**src/rtl/switch_input_mmio.sv**
```systemverilog
// switch_input_mmio -- memory-mapped input peripheral on the CPU data bus.
//
// Brings the board's slide switches and push buttons into the clock domain,
// debounces them, and latches button press events until software clears them.
// Read data is combinational so the single-cycle CPU load path sees it in the
// same cycle the address is presented.
//
// Ports
//   clk    in   1      system clock
//   rst_n  in   1      asynchronous active-low reset
//   addr   in   32     CPU data address
//   re     in   1      CPU load strobe
//   we     in   1      CPU store strobe
//   wdata  in   32     CPU store data (write-1-to-clear for the event register)
//   rdata  out  32     read data, combinational, 0 when not selected
//   hit    out  1      addr matches one of the three registers
//   sw     in   SW_W   raw asynchronous switch inputs
//   btn    in   BTN_W  raw asynchronous button inputs, active-high
//
// Register map
//   SW_ADDR   debounced switch value       (RO)
//   BTN_ADDR  debounced button level       (RO)
//   EVT_ADDR  sticky button press events   (R / W1C)

// Synchroniser + debouncer for one input group. The whole group shares one
// counter: any difference between the synchronised and stable vectors must
// persist, unchanged, for DB_CNT cycles before it is accepted.
module switch_input_mmio_db #(
    parameter int W      = 1,
    parameter int DB_CNT = 4
) (
    input  logic         clk,
    input  logic         rst_n,
    input  logic [W-1:0] pin,
    output logic [W-1:0] stable
);
    localparam int CW = $clog2(DB_CNT);

    logic [W-1:0]  meta;
    logic [W-1:0]  sync;
    logic [CW-1:0] cnt;

    // A change is detected while it is still entering the second sync stage
    // (meta != sync), so the count restarts the cycle before the new value
    // becomes the sync value. A clean edge is accepted 2+DB_CNT cycles after
    // the pin moves; a bounce at any point restarts the window.
    always_ff @(posedge clk or negedge rst_n) begin
        if (!rst_n) begin
            meta   <= '0;
            sync   <= '0;
            stable <= '0;
            cnt    <= '0;
        end else begin
            meta <= pin;
            sync <= meta;
            if (sync == stable || meta != sync) begin
                cnt <= '0;
            end else if (cnt == CW'(DB_CNT - 1)) begin
                stable <= sync;
                cnt    <= '0;
            end else begin
                cnt <= cnt + CW'(1);
            end
        end
    end
endmodule

module switch_input_mmio #(
    parameter int          SW_W     = 24,
    parameter int          BTN_W    = 5,
    parameter int          DB_CNT   = 1_000_000,
    parameter logic [31:0] SW_ADDR  = 32'hFFFFF070,
    parameter logic [31:0] BTN_ADDR = 32'hFFFFF074,
    parameter logic [31:0] EVT_ADDR = 32'hFFFFF078
) (
    input  logic             clk,
    input  logic             rst_n,
    input  logic [31:0]      addr,
    input  logic             re,
    input  logic             we,
    input  logic [31:0]      wdata,
    output logic [31:0]      rdata,
    output logic             hit,
    input  logic [SW_W-1:0]  sw,
    input  logic [BTN_W-1:0] btn
);
    logic [SW_W-1:0]  sw_stable;
    logic [BTN_W-1:0] btn_stable;
    logic [BTN_W-1:0] btn_stable_d;
    logic [BTN_W-1:0] evt;
    logic [BTN_W-1:0] evt_set;
    logic [BTN_W-1:0] evt_clr;

    logic sel_sw, sel_btn, sel_evt;

    // Only the low BTN_W store bits address event flags.
    logic wdata_unused;
    assign wdata_unused = ^wdata[31:BTN_W];

    switch_input_mmio_db #(.W(SW_W), .DB_CNT(DB_CNT)) u_db_sw (
        .clk    (clk),
        .rst_n  (rst_n),
        .pin    (sw),
        .stable (sw_stable)
    );

    switch_input_mmio_db #(.W(BTN_W), .DB_CNT(DB_CNT)) u_db_btn (
        .clk    (clk),
        .rst_n  (rst_n),
        .pin    (btn),
        .stable (btn_stable)
    );

    assign sel_sw  = (addr == SW_ADDR);
    assign sel_btn = (addr == BTN_ADDR);
    assign sel_evt = (addr == EVT_ADDR);
    assign hit     = sel_sw | sel_btn | sel_evt;

    // Press event = rising edge of the debounced level. Set beats clear so a
    // press landing on the clearing store is never lost.
    assign evt_set = btn_stable & ~btn_stable_d;
    assign evt_clr = (we && sel_evt) ? wdata[BTN_W-1:0] : '0;

    always_ff @(posedge clk or negedge rst_n) begin
        if (!rst_n) begin
            btn_stable_d <= '0;
            evt          <= '0;
        end else begin
            btn_stable_d <= btn_stable;
            evt          <= (evt & ~evt_clr) | evt_set;
        end
    end

    always_comb begin
        rdata = '0;
        if (re) begin
            if (sel_sw)
                rdata = {{(32-SW_W){1'b0}}, sw_stable};
            else if (sel_btn)
                rdata = {{(32-BTN_W){1'b0}}, btn_stable};
            else if (sel_evt)
                rdata = {{(32-BTN_W){1'b0}}, evt};
        end
    end
endmodule

```
**config.mk**
```make
export PLATFORM = sky130hd
export DESIGN_NAME = switch_input_mmio
export DESIGN_NICKNAME = d
export VERILOG_FILES = /design/src/rtl/switch_input_mmio.sv
export SDC_FILE = /design/constraint.sdc
export NUM_CORES = 1
export LEC_CHECK = 0
export ABC_AREA = 0
export CELL_PAD_IN_SITES_DETAIL_PLACEMENT = 2
export CELL_PAD_IN_SITES_GLOBAL_PLACEMENT = 2
export CORE_MARGIN = 1.5
export CORE_UTILIZATION = 36
export DETAILED_ROUTE_END_ITERATION = 10
export PLACE_DENSITY = 0.85
export SLEW_MARGIN = 25
export SYNTH_ARGS = -nofsm -noshare
export SYNTH_HDL_FRONTEND = slang
export SYNTH_SLANG_ARGS = --single-unit
```
**constraint.sdc**
```tcl
create_clock -name clk -period 4.8 [get_ports clk]
set_input_delay 0.48 -clock clk [delete_from_list [all_inputs] [get_ports clk]]
set_output_delay 0.48 -clock clk [all_outputs]
set_load 0.03 [all_outputs]
```
==> results of run 1 <==
==> cells by family after synthesis <==
family / share of synthesized area
other cells: 0.000631
flops: 0.577
mux: 0.0634
simple gates: 0.174
fa+ha+maj: 0.00421
buf+inv: 0.0244
xor+xnor: 0.139
compound gates: 0.0175
==> power groups by stage <==
| stage | Clock [uW] | Combinational (uW) | Sequential [uW] |
|---|---|---|---|
| floorplan | 0 | 53.1 | 1220 |
| global placement | 0 | 137 | 1220 |
| detailed placement | 0 | 144 | 1230 |
| CTS | 1350 | 153 | 1210 |
| global route | 1400 | 162 | 1210 |
| finish | 1340 | 151 | 1210 |
==> metal layers <==
metal	GRT usage	up-vias
met2	0.477	154
met4	0.119	0
li1	-	1890
met1	0.302	2290
met5	0	-
met3	0.0594	51
==> cells in the final DEF (no fill, tap or decap), types with 3 or more instances in the layout <==
master and instances:
nor2_1 42, nor4_1 11, xnor2_1 40, dfrtp_1 137, mux2_2 9, nor3_1 23
and3_1 3, mux2_1 20, inv_1 9, buf_4 5, clkbuf_16 17, nand2_1 26
nand3_1 12, clkdlybuf4s50_1 93, nand4b_1 3, clkinv_2 4, bufinv_16 3, nand4_1 23
a21oi_1 6, and2_1 20, conb_1 8, a22o_1 5, xor2_1 54, mux2i_1 5
==> area by class of cell <==
class                      instances  area share
sequential                       137       0.447
multi-input combinational        336       0.313
timing repair buffer              98       0.126
clock buffer                      20      0.0582
tap                              216      0.0352
clock inverter                     9      0.0165
inverter                           9     0.00440
==> cells in the mapped netlist, types with 2 or more instances <==
cell type / count
a21oi_1: 6
a22o_1: 5
and2_1: 20
and3_1: 3
buf_2: 5
buf_4: 8
clkbuf_1: 3
dfrtp_1: 137
ha_1: 2
inv_1: 9
mux2_1: 20
mux2_2: 9
mux2i_1: 5
nand2_1: 26
nand2b_1: 2
nand3_1: 12
nand4_1: 23
nand4b_1: 3
nor2_1: 42
nor3_1: 23
nor3_2: 2
nor4_1: 11
nor4_4: 2
nor4b_1: 2
or3_1: 2
or4_1: 2
xnor2_1: 40
xor2_1: 54
==> flip-flops by register name (all words and copies together), names as in the netlist <==
name / count
u_db_sw.sync: 24
u_db_sw.meta: 24
u_db_sw.cnt: 20
btn_stable_d: 5
u_db_btn.cnt: 20
u_db_btn.stable: 5
u_db_btn.sync: 5
u_db_btn.meta: 5
evt: 5
u_db_sw.stable: 24
==> worst max-delay path by stage <==
stage / cells past startpoint / slack, ns / end / startpoint
after CTS: 7 / 0.67 / rdata[10] / addr[9]
after floorplan: 6 / 2.20 / rdata[13] / addr[9]
after global routing: 7 / 0.57 / rdata[10] / addr[9]
final: 7 / 0.70 / rdata[10] / addr[9]
after global placement: 7 / 0.85 / rdata[10] / addr[9]
after detailed placement: 7 / 0.75 / rdata[10] / addr[9]
==> stage by stage <==
stage	cell area, um^2	hold WS, ns	worst slack (ns)	util	instances
after floorplan	5970	0.184	2.20	-	500
after global placement	7090	0.378	0.846	0.443	796
after detailed placement	7100	0.386	0.754	0.444	796
after CTS	7670	0.130	0.675	0.480	825
after global routing	7670	0.139	0.567	0.480	825
final	7670	0.107	0.697	0.480	825
==> metrics, run 1 <==
R2R Path End u_db_sw.stable[20]; Slew @ Worst Pin about 0.83 ns; Synth area leader dfrtp_1; post-synth cell types 43; Post-Syn Instances between 400 and 500; P_int between 2000 and 2500 uW; drt initial violations between 200 and 300; FF/Latch Area 3430 um^2; worst min path class input port to async pin; Clk pwr share 0.495; Core Rows 46; DIE WIDTH roughly 130 um; setup bufs post-CTS 0; remaining global-route overflow 0; DR WL/cell 26.4 um; sequential power share 0.449; slowest stage delay, CP 0.70 ns; # H-tree levels 4; global placement routability congestion between 0.7 and 0.8; filler cell count ~1600; Worst-Skew Late Latency roughly 0.43 ns; Critical Path AT between 3 and 4 ns; critical path peak fanout 19; max-slew violations 0; Sw Pwr between 600 and 700 uW; number of max-cap violations 0; Post-layout nets approximately 700; DPL Wire Length about 13000 um; vias in the first global route ~5200; Setup Crit Path Kind input port to primary output; Slew Limit Headroom 0.446; Startpoint Class input port; metal2 WL ~12000 um; setup slack, reg-to-reg 1.92 ns; overall routed net length about 22000 um; clock root cell clkbuf_16; peak supply drop roughly 260 uV; register area share after synthesis 0.577; pwr dens around 350 nW/um^2; ys flop type dfrtp_1; CP endpoint kind primary output; Ports between 100 and 150; Sw Share 0.232; TritonCTS clock tree done; core area 16000 um^2; starting density of the core 0.371; Multi-input gate area around 2400 um^2; Crit-path slowest cell clkdlybuf4s50_1; synthesis-to-layout area growth 29.2%; Period minus WS final 4.10 ns; Ant. Diodes 0; CTS Buf Count 17; mapped cell area about 5900 um^2; Bufs and invs on worst path 2; Post-CTS Resized 0; setup TNS 0 ns; gr usage total 0.266; met1 wire length approximately 8300 um; router iterations before antenna repair 4; Synth Register Bits 137; largest net degree at the start of global routing 52; CP Cell Sequence clkdlybuf4s50_1 -> or4b_4 -> nor4_4 -> nand3_4 -> nor3_4 -> and2_1 -> clkdlybuf4s50_1; Final setup viols 0; CTS clk-pin slew, worst paths 0.05 ns; clock buffer depth 2; Routed Antenna Nets 0; die area about 17000 um^2; first-pass GRT wire length roughly 34000 um; drt via density ~5.3; CP required 4.32 ns; CTS sink count ~140; Mapped Avg Cell Area around 12 um^2; crit-path most repeated cell clkdlybuf4s50_1; DRC violation count after routing 0; run status finished clean; top post-synthesis cells by area dfrtp_1 58%, xor2_1 8.0%, xnor2_1 5.9%, mux2_1 3.8%, nor2_1 2.7%; Yosys warnings 0; chip height between 100 and 150 um; delay-heaviest family, CP simple AND/OR/NAND/NOR gates; FF-to-FF path depth 6; met3 WL just over 1000 um; number of I/O port buffers between 90 and 100; area share of the largest cell type after synthesis 0.577; RR Startpoint u_db_sw.stable[3]; Gate power share 0.056; DR vias roughly 4400; Post-synth EDFFs 0; Worst Skew 0.00816 ns; antenna violations before repair 0; PnR Total Power around 2700 uW; RSZ-0062 raised after global routing no; top sig layer met4; Post-CTS Hold Fix Bufs 0; leakage dissipation 0.00328 uW; Tcrit/Tclk final 0.855; share of cells above drive strength 1 0.0837; Hold Violations, Final 0; Peak Freq ~240 MHz; Synth async-reset ratio 1.00
Note: power is estimated with default switching activity, not from simulation.
==> run 2, diff against run 1 <==
CORE_MARGIN = unset   (was 1.5)
==> run 2 against run 1 <==
  * Clock power increased by 6%
  * Cell count increased by 0.12%
  * Sequential power about the same
  * Global-route usage decreased by 2.1 points
  * Critical path type unchanged
  * Largest power group unchanged
==> metrics, run 2 (synthesis gave the netlist of run 1 again) <==
run status finished clean; vias in the first global route 5115 (-1.5%); clock root cell clkbuf_16; Placed Area 7100 um^2 (unchanged); Startpoint Class input port; Setup Crit Path Kind input port to primary output; fin util 0.483 (+0.00360); RSZ-0062 raised after global routing no; drt via density 5.20 (-2.2%); CTS clk-pin slew, worst paths 0.05 ns (about the same); Post-CTS Resized 0 (unchanged); share of cells above drive strength 1 0.0869 (+0.00314); most frequent cells in the layout 137 x dfrtp_1, 93 x clkdlybuf4s50_1, 54 x xor2_1; setup TNS 0 ns (unchanged); TritonCTS clock tree done; global placement routability congestion 0.743 (-6.1%); pwr dens 360 nW/um^2 (+2.1%); CTS Buf Count 17 (unchanged); drt initial violations 236 (-12%); peak supply drop 271 uV (+2.4%); leakage dissipation 0.00331 uW (+0.85%); Post-layout nets 698 (unchanged); setup slack, reg-to-reg 2.17 ns (+0.25 ns); Peak Freq 251 MHz (+2.8%); DPL Wire Length 11900 um (-8.6%); Sw Share 0.218 (-0.0138); router iterations before antenna repair 4 (unchanged); die area 17000 um^2 (-1.5%); CP Cell Sequence clkdlybuf4s50_1 -> or4b_4 -> nor4_4 -> nand3_4 -> nor3_4 -> and2_1 -> clkdlybuf4s50_1; Ports 130 (unchanged); commonest non-fill, non-tap cell in the layout dfrtp_1; largest net degree at the start of global routing 76 (+46%); DR vias 4292 (-2.1%); Slew @ Worst Pin 0.803 ns (-0.0260 ns); CP required 4.32 ns (about the same); Multi-input gate area 2400 um^2 (unchanged); DRC violation count after routing 0 (unchanged); DR WL/cell 23.5 um (-11%); first-pass GRT wire length 30200 um (-11%); clock buffer depth 2 (unchanged); antenna violations before repair 0 (unchanged); filler cell count 1598 (+1.0%); fin area 7730 um^2 (+0.75%); # H-tree levels 4 (unchanged); max-slew violations 0 (unchanged); FF/Latch Area 3430 um^2 (unchanged); Routed Antenna Nets 0 (unchanged); setup bufs post-CTS 0 (unchanged); Sw Pwr 607 uW (-3.2%); CP endpoint kind primary output; P_int 2170 uW (+4.7%); Crit-path slowest cell clkdlybuf4s50_1; Critical Path AT 3.51 ns (-0.11 ns); biggest regs u_db_sw.meta (24), u_db_sw.stable (24), u_db_sw.sync (24); crit-path most repeated cell clkdlybuf4s50_1; starting density of the core 0.371 (unchanged); chip height 130 um (-0.76%); number of max-cap violations 0 (unchanged); Core Rows 46 (unchanged); remaining global-route overflow 0 (unchanged); Tcrit/Tclk final 0.831 (-0.0237); Gate power share 0.052 (-0.004); Worst-Skew Late Latency 0.43 ns (about the same); overall routed net length 19400 um (-11%); synthesis-to-layout area growth 30.1%; Period minus WS final 3.99 ns (-0.114 ns); Post-CTS Hold Fix Bufs 0 (unchanged); critical path peak fanout 19 (unchanged); slowest stage delay, CP 0.70 ns (about the same); sequential power share 0.436 (-0.013); CTS sink count 137 (unchanged); Final setup viols 0 (unchanged); worst min path class input port to async pin; Hold Violations, Final 0 (unchanged); gr usage total 0.245 (-0.0207); number of I/O port buffers 94 (unchanged); Worst Skew 0.0111 ns (+0.00289 ns); core area 16000 um^2 (unchanged); Clk pwr share 0.512 (+0.017); Ant. Diodes 0 (unchanged); DIE WIDTH 130 um (-0.76%); Slew Limit Headroom 0.463 (+0.0170)
==> run 2: critical path: cells and delay by family <==
kind / cells / cell delay (ns)
buffers and inverters: 2 / 1.10
and+or+nand+nor: 5 / 1.93
==> run 2: final cells by class <==
cell class | count | share of cell area
Clock buffer | 22 | 0.0626
Clock inverter | 8 | 0.0185
Inverter | 9 | 0.00437
Multi-Input combinational cell | 336 | 0.310
Sequential cell | 137 | 0.444
Tap cell | 216 | 0.0350
Timing Repair Buffer | 98 | 0.126
==> run 2: metrics by stage <==
stage	instances	setup WS, ns	power, uW	hold slack [ns]
after floorplan	500	2.20	1270	0.184
after global placement	796	0.842	1360	0.378
after CTS	826	0.757	2800	0.255
after global routing	826	0.637	2850	0.127
after detailed placement	796	0.752	1370	0.381
final	826	0.811	2780	0.0654
==> run 2: path summary, 6_finish.rpt <==
| check | startpoint | endpoint | cells after the start |
|---|---|---|---|
| max | addr[9] | rdata[10] | 7 |
| min | rst_n | u_db_btn.cnt[18] | 1 |
| max reg2reg | u_db_sw.sync[9] | u_db_sw.stable[13] | 6 |
| min reg2reg | u_db_sw.meta[18] | u_db_sw.sync[18] | 0 |
| max in group asynchronous | rst_n | u_db_btn.cnt[0] | 2 |
| min in group clk | u_db_sw.meta[18] | u_db_sw.sync[18] | 0 |
==> run 2: per-layer routing <==
layer / GRT usage / vias up / wire length (um)
met4: 0.0926 / 0 / 445
met3: 0.0590 / 37 / 920
met5: 0 / - / 0
met2: 0.457 / 130 / 10600
li1: - / 1884 / -
met1: 0.268 / 2241 / 7500
==> run 2: power groups by stage <==
stage	Sequential [uW]	Clock, uW	Combinational [uW]
CTS	1210	1440	149
global route	1210	1480	157
finish	1210	1420	146
global placement	1220	0	137
detailed placement	1230	0	142
floorplan	1220	0	53.1
==> run 3, diff against run 2 <==
CORE_UTILIZATION = 30   (was 36)
PLACE_DENSITY = 0.75   (was 0.85)
clock period = 3.5 ns   (was 4.8 ns; I/O delays follow)
==> run 3 against run 2 <==
  * Clock-buffer cell count decreased by 5
  * Highest routed layer unchanged
  * Setup slack got worse by 0.65 ns
  * Final area up 0.81%
  * Largest cell class unchanged
  * Clock power increased by 27%
  * Clock skew is essentially flat
  * Worst hold slack worse by 0.050 ns
  * Core utilization decreased by 8.3 points
  * Flip-flop and latch count unchanged
  * Combinational power increased by 31%
  * Routed wire length is 18% lower
  * Cell count increased by 6.5%
  * Sequential share of layout area fell by 0.36 points
==> metrics, run 3 (synthesis gave the netlist of run 1 again) <==
leakage dissipation 0.00331 uW (about the same); CTS clk-pin slew, worst paths 0.07 ns (+0.02 ns); Ant. Diodes 0 (unchanged); Final setup viols 0 (unchanged); DIE WIDTH 143 um (+9.4%); worst hold slack 0.0157 ns (-0.0498 ns); global placement routability congestion 0.744 (+0.23%); fin util 0.400 (-0.0827); critical path peak fanout 13 (-6); most frequent cells in the layout 137 x dfrtp_1, 86 x clkdlybuf4s50_1, 54 x xor2_1; PnR Total Power 3660 uW (+32%); Slew @ Worst Pin 0.865 ns (+0.0614 ns); gr usage total 0.166 (-0.0795); R2R Path End u_db_sw.stable[9]; grt met1 use 0.187 (-0.0810); commonest non-fill, non-tap cell in the layout dfrtp_1; Setup Crit Path Kind input port to primary output; met3 usage 0.0412 (-0.0178); # H-tree levels 4 (unchanged); FF-to-FF path depth 6 (unchanged); RR Startpoint u_db_sw.sync[3]; antenna violations before repair 0 (unchanged); first-pass GRT wire length 25400 um (-16%); overall routed net length 15800 um (-18%); starting density of the core 0.305 (-0.0660); CTS sink count 137 (unchanged); run status finished clean; RSZ-0062 raised after global routing no; pwr dens 470 nW/um^2 (+31%); Critical Path AT 2.99 ns (-0.52 ns); DR WL/cell 18.0 um (-23%); Slew Limit Headroom 0.424 (-0.0392); Tcrit/Tclk final 0.955; Core Rows 51 (+11%); Routed Antenna Nets 0 (unchanged); clock root cell clkbuf_16; core area 19500 um^2 (+22%); CP endpoint kind primary output; Post-CTS Hold Fix Bufs 0 (unchanged); share of cells above drive strength 1 0.107 (+0.0204); router iterations before antenna repair 4 (unchanged); worst min path class input port to async pin; setup TNS 0 ns (unchanged); DPL Wire Length 11100 um (-6.5%); Period minus WS final about 3.3 ns; Post-layout nets 701 (+0.43%); busiest layer in global routing met2; CTS Buf Count 17 (unchanged); Startpoint Class input port; Peak Freq ~300 MHz; TritonCTS clock tree done; DR vias 4083 (-4.9%); DRC violation count after routing 0 (unchanged); Worst-Skew Late Latency 0.43 ns (about the same); number of I/O port buffers 94 (unchanged); clock buffer depth 2 (unchanged); biggest regs u_db_sw.meta (24), u_db_sw.stable (24), u_db_sw.sync (24); number of max-cap violations 0 (unchanged); synthesis-to-layout area growth 31.2%; chip height 143 um (+9.4%); largest net degree at the start of global routing 108 (+42%); vias in the first global route 4714 (-7.8%); Post-CTS Resized 0 (unchanged); peak supply drop 237 uV (-12%); GR Util met2 0.305 (-0.152); Ports 130 (unchanged); setup slack, reg-to-reg 0.90 ns (-1.27 ns); Hold Violations, Final 0 (unchanged); CP required 3.15 ns (-1.17 ns); Worst Skew 0.0108 ns (-0.000276 ns); drt initial violations 172 (-27%); drt via density 4.64 (-11%); remaining global-route overflow 0 (unchanged); max-slew violations 0 (unchanged); die area 20400 um^2 (+20%)
run 3: how the worst max path moves through the flow:
stage / to / start / depth (start not counted) / slack (ns)
after CTS: rdata[5] / addr[9] / 7 / 0.08
after global routing: rdata[8] / addr[9] / 8 / 0.05
after detailed placement: rdata[5] / addr[9] / 7 / 0.09
after floorplan: rdata[13] / addr[9] / 6 / 1.16
after global placement: rdata[23] / addr[9] / 7 / 0.16
final: rdata[5] / addr[9] / 8 / 0.16
run 3: layout make-up:
cell class	instances	area (um^2)
fill	1983	11700
sequential	137	3430
multi-input combinational	336	2390
timing repair buffer	101	1020
clock buffer	17	425
tap	265	332
clock inverter	15	164
inverter	9	33.8
run 3: worst max-delay path: stages:
cell and delay (ns):
clkdlybuf4s50_1 0.40, or4b_4 0.55, nor4_4 0.33, nand3_4 0.16, nor3_4 0.24, buf_12 0.15, and2_1 0.13, clkdlybuf4s50_1 0.67
run 3: layer usage:
layer  vias up  routed length, um
met5         -                  0
met3        18                758
li1       1887                  -
met1      2084               6580
met4         0                195
met2        94               8300
run 3: where the power goes:
group	total, uW	switching (uW)	internal [uW]
sequential	1650	35.2	1620
combinational	191	88.5	103
clock	1810	750	1060
run 3: timing repair:
action                                 4_1_cts  5_1_grt
endpoints found under the hold margin        0        0
setup endpoints to repair                    0        4
buffers inserted                             0        1
run 3: stage by stage:
stage / setup slack (ns) / cell area, um^2 / instances
after floorplan: 1.16 / 5970 / 500
after global placement: 0.158 / 7180 / 847
after detailed placement: 0.0910 / 7180 / 847
after CTS: 0.0756 / 7770 / 879
after global routing: 0.0522 / 7790 / 880
final: 0.157 / 7790 / 880
